--- src/rtl/color_scan_sched.sv ---
// color_scan_sched: round-robin scheduler sharing one RGB frequency counter
// between the object and station color sensors.
module color_scan_sched #(
   parameter int PERIOD = 2000,
   parameter int SETTLE = 200,
   parameter int CNT_W  = 10
) (
   input  logic             clkus,
   input  logic             rst,
   input  logic             req_obj,
   input  logic             req_stn,
   input  logic             obj_wave,
   input  logic             stn_wave,
   output logic [1:0]       obj_select,
   output logic [1:0]       stn_select,
   output logic             obj_led,
   output logic             stn_led,
   output logic             busy,
   output logic             done,
   output logic             done_id,
   output logic [CNT_W-1:0] cnt_r,
   output logic [CNT_W-1:0] cnt_g,
   output logic [CNT_W-1:0] cnt_b
);
   localparam int LEN = (PERIOD > SETTLE) ? PERIOD : SETTLE;
   localparam int TW  = $clog2(LEN + 1);
   localparam logic [TW-1:0] PER_END = TW'(PERIOD - 1);
   localparam logic [TW-1:0] SET_END = TW'(SETTLE - 1);

   typedef enum logic [2:0] {ST_IDLE, ST_SETTLE, ST_CNT_R, ST_CNT_G, ST_CNT_B, ST_DONE} state_t;

   state_t           r_state, w_state_nxt;
   logic [TW-1:0]    r_tmr;
   logic             r_gnt, r_last, r_done_id;
   logic [2:0]       r_obj_sh, r_stn_sh;
   logic [CNT_W-1:0] r_acc [3];
   logic [CNT_W-1:0] w_acc_nxt [3];
   logic [CNT_W-1:0] r_cnt_r, r_cnt_g, r_cnt_b;
   logic             w_tmr_end, w_pick, w_edge, w_cnt, w_led;
   logic [1:0]       w_col, w_sel;

   // shift chain: [0],[1] synchronize, [2] holds the previous synchronized level
   assign w_edge    = r_gnt ? (r_stn_sh[1] & ~r_stn_sh[2]) : (r_obj_sh[1] & ~r_obj_sh[2]);
   assign w_pick    = (req_obj & req_stn) ? ~r_last : req_stn;
   assign w_tmr_end = r_tmr == ((r_state == ST_SETTLE) ? SET_END : PER_END);

   always_ff @(posedge clkus or posedge rst) begin
      if (rst) begin
         r_state <= ST_IDLE;
         r_tmr   <= '0;
      end else begin
         r_state <= w_state_nxt;
         r_tmr   <= (w_state_nxt != r_state || r_state == ST_IDLE) ? '0 : r_tmr + 1'b1;
      end
   end

   always_comb begin
      w_state_nxt = r_state;
      case (r_state)
         ST_IDLE:   w_state_nxt = (req_obj | req_stn) ? ST_SETTLE : ST_IDLE;
         ST_SETTLE: w_state_nxt = w_tmr_end ? ST_CNT_R : ST_SETTLE;
         ST_CNT_R:  w_state_nxt = w_tmr_end ? ST_CNT_G : ST_CNT_R;
         ST_CNT_G:  w_state_nxt = w_tmr_end ? ST_CNT_B : ST_CNT_G;
         ST_CNT_B:  w_state_nxt = w_tmr_end ? ST_DONE : ST_CNT_B;
         default:   w_state_nxt = ST_IDLE;
      endcase
      w_cnt = r_state inside {ST_CNT_R, ST_CNT_G, ST_CNT_B};
      w_led = w_cnt | (r_state == ST_SETTLE);
      w_col = (r_state == ST_CNT_G) ? 2'd1 : (r_state == ST_CNT_B) ? 2'd2 : 2'd0;
      w_sel = !w_led ? 2'b11 : (r_state == ST_CNT_G) ? 2'b11 : (r_state == ST_CNT_B) ? 2'b01 : 2'b00;
      for (int c = 0; c < 3; c++)
         w_acc_nxt[c] = (r_state == ST_SETTLE) ? '0 :
                        (w_cnt && w_col == 2'(c) && w_edge && r_acc[c] != '1) ? r_acc[c] + 1'b1 : r_acc[c];
   end

   always_ff @(posedge clkus or posedge rst) begin
      if (rst) begin
         r_gnt     <= 1'b0;
         r_last    <= 1'b1;
         r_done_id <= 1'b0;
         r_obj_sh  <= '0;
         r_stn_sh  <= '0;
         r_acc     <= '{default: '0};
         r_cnt_r   <= '0;
         r_cnt_g   <= '0;
         r_cnt_b   <= '0;
      end else begin
         r_obj_sh <= {r_obj_sh[1:0], obj_wave};
         r_stn_sh <= {r_stn_sh[1:0], stn_wave};
         r_acc    <= w_acc_nxt;
         if (r_state == ST_IDLE && w_state_nxt == ST_SETTLE)
            r_gnt <= w_pick;
         // results latch on DONE entry so the final CNT_B edge is included
         if (r_state == ST_CNT_B && w_state_nxt == ST_DONE) begin
            r_cnt_r   <= w_acc_nxt[0];
            r_cnt_g   <= w_acc_nxt[1];
            r_cnt_b   <= w_acc_nxt[2];
            r_done_id <= r_gnt;
            r_last    <= r_gnt;
         end
      end
   end

   assign obj_select = r_gnt ? 2'b11 : w_sel;
   assign stn_select = r_gnt ? w_sel : 2'b11;
   assign obj_led    = w_led & ~r_gnt;
   assign stn_led    = w_led & r_gnt;
   assign busy       = r_state != ST_IDLE;
   assign done       = r_state == ST_DONE;
   assign done_id    = r_done_id;
   assign cnt_r      = r_cnt_r;
   assign cnt_g      = r_cnt_g;
   assign cnt_b      = r_cnt_b;
endmodule

--- config.mk ---
export PLATFORM = sky130hd
export DESIGN_NAME = color_scan_sched
export DESIGN_NICKNAME = d
export VERILOG_FILES = /design/src/rtl/color_scan_sched.sv
export SDC_FILE = /design/constraint.sdc
export NUM_CORES = 1
export LEC_CHECK = 0
export CORE_ASPECT_RATIO = 0.9
export CORE_MARGIN = 2
export CORE_UTILIZATION = 50
export DETAILED_ROUTE_END_ITERATION = 8
export PLACE_DENSITY = 0.75
export SLEW_MARGIN = 20
export SYNTH_ARGS = -nofsm -noshare
export SYNTH_HDL_FRONTEND = slang
export SYNTH_SLANG_ARGS = --single-unit
--- constraint.sdc ---
create_clock -name clkus -period 2.7 [get_ports clkus]
set_input_delay 0.54 -clock clkus [delete_from_list [all_inputs] [get_ports clkus]]
set_output_delay 0.54 -clock clkus [all_outputs]
set_load 0.03 [all_outputs]
==> impl_metrics.csv, run 1 <==
group,metric,value,unit
synthesis,synth_flop_cell,"dfrtp_1",
final_layout,drive_gt1_share,10.9,%
sta,skew,0.0109,ns
power_and_ir_drop,intPower,0.00185,W
synthesis,ys_top_cells_by_count,"dfrtp_1 (82), nand2_1 (55), nor2_1 (52), nand3_1 (19), xor2_1 (19)",
sta,setup_viol_count_final,0,
power_and_ir_drop,clockPowerShare,34.1,%
final_layout,insertedDiodeCount,0,
clocking,cts_setup_buffers,0,
hold_path,hp-class,"flop to flop",
placed_design,dp.final_hpwl,5380,µm
final_layout,ff_latch_area,2080,µm²
setup_path,path_max_fanout,14,
synthesis,async_reset_ff_share,100,%
synthesis,synth.distinct_cells,55,
sta,rsz0062_at_grt,"no",
synthesis,synth.most_common_cell,"dfrtp_1",
global_route,grt_use_met3,3.48,%
synthesis,synth.largest_area_cell,"dfrtp_1",
setup_path,cp_slowest_stage_delay,0.67,ns
floorplan,fp.dieArea,8340,µm²
setup_path,slowest_stage,"clkdlybuf4s50_1",
synthesis,syn_area_per_cell,10.1,µm²
sta,max_slew_margin,60.4,%
clocking,htree_levels,3,
synthesis,syn_nets,387,
final_layout,multi_input_area,1670,µm²
sta,min_period_over_period,96.2,%
routing,drtIter0Drc,116,
placed_design,port_buffers,44,
setup_path,crit_path_start_kind,"flop",
clocking,cts_hold_buf,0,
power_and_ir_drop,combinationalPowerShare,12.2,%
setup_path,cp_data_arrival_time,2.06,ns
final_layout,nets,438,
sta,timing.fmax,385,MHz
synthesis,yosysWarnings,0,
global_route,grt_util_met1,29.7,%
routing,drc,0,
synthesis,postSynthCellCount,377,
setup_path,cp_cell_sequence,"nand3b_1, nand3_1, clkdlybuf4s50_1",
global_route,grt_max_degree,37,
clocking,clock_path_buffers,2,
synthesis,yosysTopAreaCellShare,53.8,%
floorplan,io_pins,45,
power_and_ir_drop,power.density,549,nW/µm²
global_route,grt_pass1_vias,2815,
global_route,met2_usage,30.6,%
sta,worst_slew_pin_slew,0.593,ns
placed_design,dpl.cell_count,513,
floorplan,core-area,7470,µm²
setup_path,required,2.16,ns
clocking,clockRootBuffer,"clkbuf_8",
clocking,cts_tree,"built",
power_and_ir_drop,max-vdd-ir-drop,251,µV
global_route,busiest_layer,"met2",
clocking,worstSkewPairLatency,0.34,ns
synthesis,synth.top_cells.by_area,"dfrtp_1 (54%), nand2_1 (5.4%), nor2_1 (5.1%)",
routing,dr.pass1.iters,4,
outcome,status,"finished clean",
setup_path,critical_path_class,"flop to primary output",
routing,vias_per_cell,5.41,
power_and_ir_drop,power,0.00253,W
clocking,path_clk_slew,0.08,ns
floorplan,rows,30,
power_and_ir_drop,sw_frac_of_total,26.9,%
floorplan,die_h,86.8,µm
routing,post_drt_wl_per_cell,14.3,µm
placed_design,gp_congestion,0.855,
setup_path,cp-end-kind,"primary output",
floorplan,die_w,96.0,µm
final_layout,finalNonFillerCells,529,
sta,finalSetupTns,0,ns
synthesis,synth_area,3810,µm²
clocking,cts_made_buffers,9,
routing,dr_total_vias,2860,
synthesis,ys_ff_latch,83,
synthesis,ys_seq_area_share,54.5,%
global_route,grt_usage,20.2,%
global_route,antenna_found_initial,0,
synthesis,synth_edf_count,0,
final_layout,areaGrowthSynthToFinish,20.7,%
global_route,grt_pass1_wl,13200,µm
sta,fin_crit,2.60,ns
sta,hold_viol,0,
flow_run,timing.max_cap.violations,0,
global_route,overflow,0,
floorplan,start_util,51.0,%
routing,routed_wl,7570,µm
routing,ant_nets,0,
power_and_ir_drop,p_leak,1.95,nW
power_and_ir_drop,p_switching,0.000679,W
final_layout,fillCellCount,621,
clocking,cts_sinks,83,
sta,slew_violations,0,
power_and_ir_drop,seqPwrFrac,53.7,%
path summary, 6_finish.rpt:
check	start	to	slack [ns]	cells after the start
worst max-delay path	r_state[2]	stn_select[1]	0.10	3
worst min-delay path	r_obj_sh[0]	r_obj_sh[1]	0.36	0
worst max register to register	r_state[2]	cnt_b[5]	0.60	5
worst min register to register	r_obj_sh[0]	r_obj_sh[1]	0.36	0
max in group asynchronous	rst	r_last	1.46	3
min in group asynchronous	rst	cnt_b[1]	0.56	2
cell type report:
class / instances / share of cell area, %
clock inverter: 6 / 1.44
inverter: 3 / 0.272
clock buffer: 10 / 2.77
sequential: 83 / 45.2
tap: 96 / 2.61
multi-input combinational: 276 / 36.2
timing repair buffer: 55 / 11.5
per-stage QoR:
stage | hold slack, ns | utilization, % | setup WS (ns) | area [µm²]
after floorplan | 0.331 | - | 0.0249 | 3810
after global placement | 0.334 | 58.8 | 0.464 | 4390
after detailed placement | 0.344 | 58.8 | 0.327 | 4390
after CTS | 0.363 | 61.4 | 0.0213 | 4590
after global routing | 0.375 | 61.6 | 0.0231 | 4600
final | 0.358 | 61.6 | 0.102 | 4600
kinds of logic (layout without fill, tap and decap cells):
logic type                 count (synthesis)  count (layout)  share of synthesized area [%]
adders and majority gates                  4               4                           1.31
and+or+nand+nor                          184             184                           24.2
buffers and inverters                     18              74                           2.07
muxes                                      7               7                           1.90
AOI/OAI and AO/OA                         48              48                           8.47
xor gates and xnor gates                  33              33                           7.58
DFF                                       83              83                           54.5
cell usage in the layout, fill, tap and decap left out, types with 2 or more instances in the layout:
| master | netlist | final |
|---|---|---|
| nand3b_1 | 4 | 4 |
| xor2_1 | 19 | 19 |
| nor3_1 | 7 | 7 |
| nand4_1 | 11 | 11 |
| nor3b_2 | 1 | 2 |
| clkinv_2 | 0 | 2 |
| clkbuf_8 | 0 | 9 |
| mux2_2 | 2 | 2 |
| o21ai_1 | 8 | 8 |
| a21oi_1 | 3 | 3 |
| and3_1 | 8 | 8 |
| clkdlybuf4s50_1 | 0 | 42 |
| or3_1 | 2 | 2 |
| and4_1 | 4 | 4 |
| nor2_1 | 52 | 52 |
| nand3_1 | 19 | 19 |
| dlymetal6s2s_1 | 0 | 2 |
| ha_1 | 4 | 4 |
| xnor2_1 | 14 | 13 |
| nor4_1 | 5 | 5 |
| o31ai_2 | 2 | 2 |
| mux2i_1 | 5 | 5 |
| inv_1 | 3 | 2 |
| buf_4 | 0 | 11 |
| nor2b_1 | 2 | 2 |
| dfrtp_1 | 82 | 81 |
| o31ai_1 | 3 | 3 |
| clkinvlp_4 | 0 | 3 |
| nand2_1 | 55 | 55 |
| nand2b_1 | 2 | 2 |
| and2_1 | 2 | 2 |
| o21ai_0 | 18 | 18 |
flip-flops by register name, summed over array words and instances, names as in the netlist:
signal and cells:
r_obj_sh 3, done_id 1, r_state 3, cnt_g 10, r_gnt 1, r_last 1
r_tmr 11, cnt_b 10, cnt_r 10, r_stn_sh 3, r_acc 30
power by group through the flow:
stage,sequential [W],combinational (W),clock [W]
after floorplan,0.00136,0.000227,0
after global placement,0.00138,0.000302,0
final,0.00136,0.000307,0.000862
after detailed placement,0.00138,0.000312,0
after CTS,0.00136,0.000314,0.000884
after global routing,0.00137,0.000341,0.000944
layer usage:
metal  routed length, µm  share of wire (%)  up-vias
met4                 123                1.6        0
li1                    -                  -     1401
met1                3720                 49     1402
met3                 248                3.3       10
met5                   0                  0        -
met2                3480                 46       47
timing repair:
action                                  4_1_cts  5_1_grt
pin swaps                                     0        0
resized for setup                             1        3
endpoints found under the setup margin        1        2
worst max-delay path, delay by kind of cell, from the launching register on:
family / cells / cell delay (ns)
flip-flops: 1 / 0.55
AND/OR/NAND/NOR: 2 / 0.50
buffers and inverters: 1 / 0.67
Note: power is estimated with default switching activity, not from simulation.
==> run 2, diff against run 1 <==
--- a/config.mk
+++ b/config.mk
@@ -5,6 +5,7 @@
 export SDC_FILE = /design/constraint.sdc
 export NUM_CORES = 1
 export LEC_CHECK = 0
+export CAP_MARGIN = 0
 export CORE_ASPECT_RATIO = 0.9
 export CORE_MARGIN = 2
 export CORE_UTILIZATION = 50
==> results of run 2 <==
Final layout, timing and power as in run 1 (identical DEF).
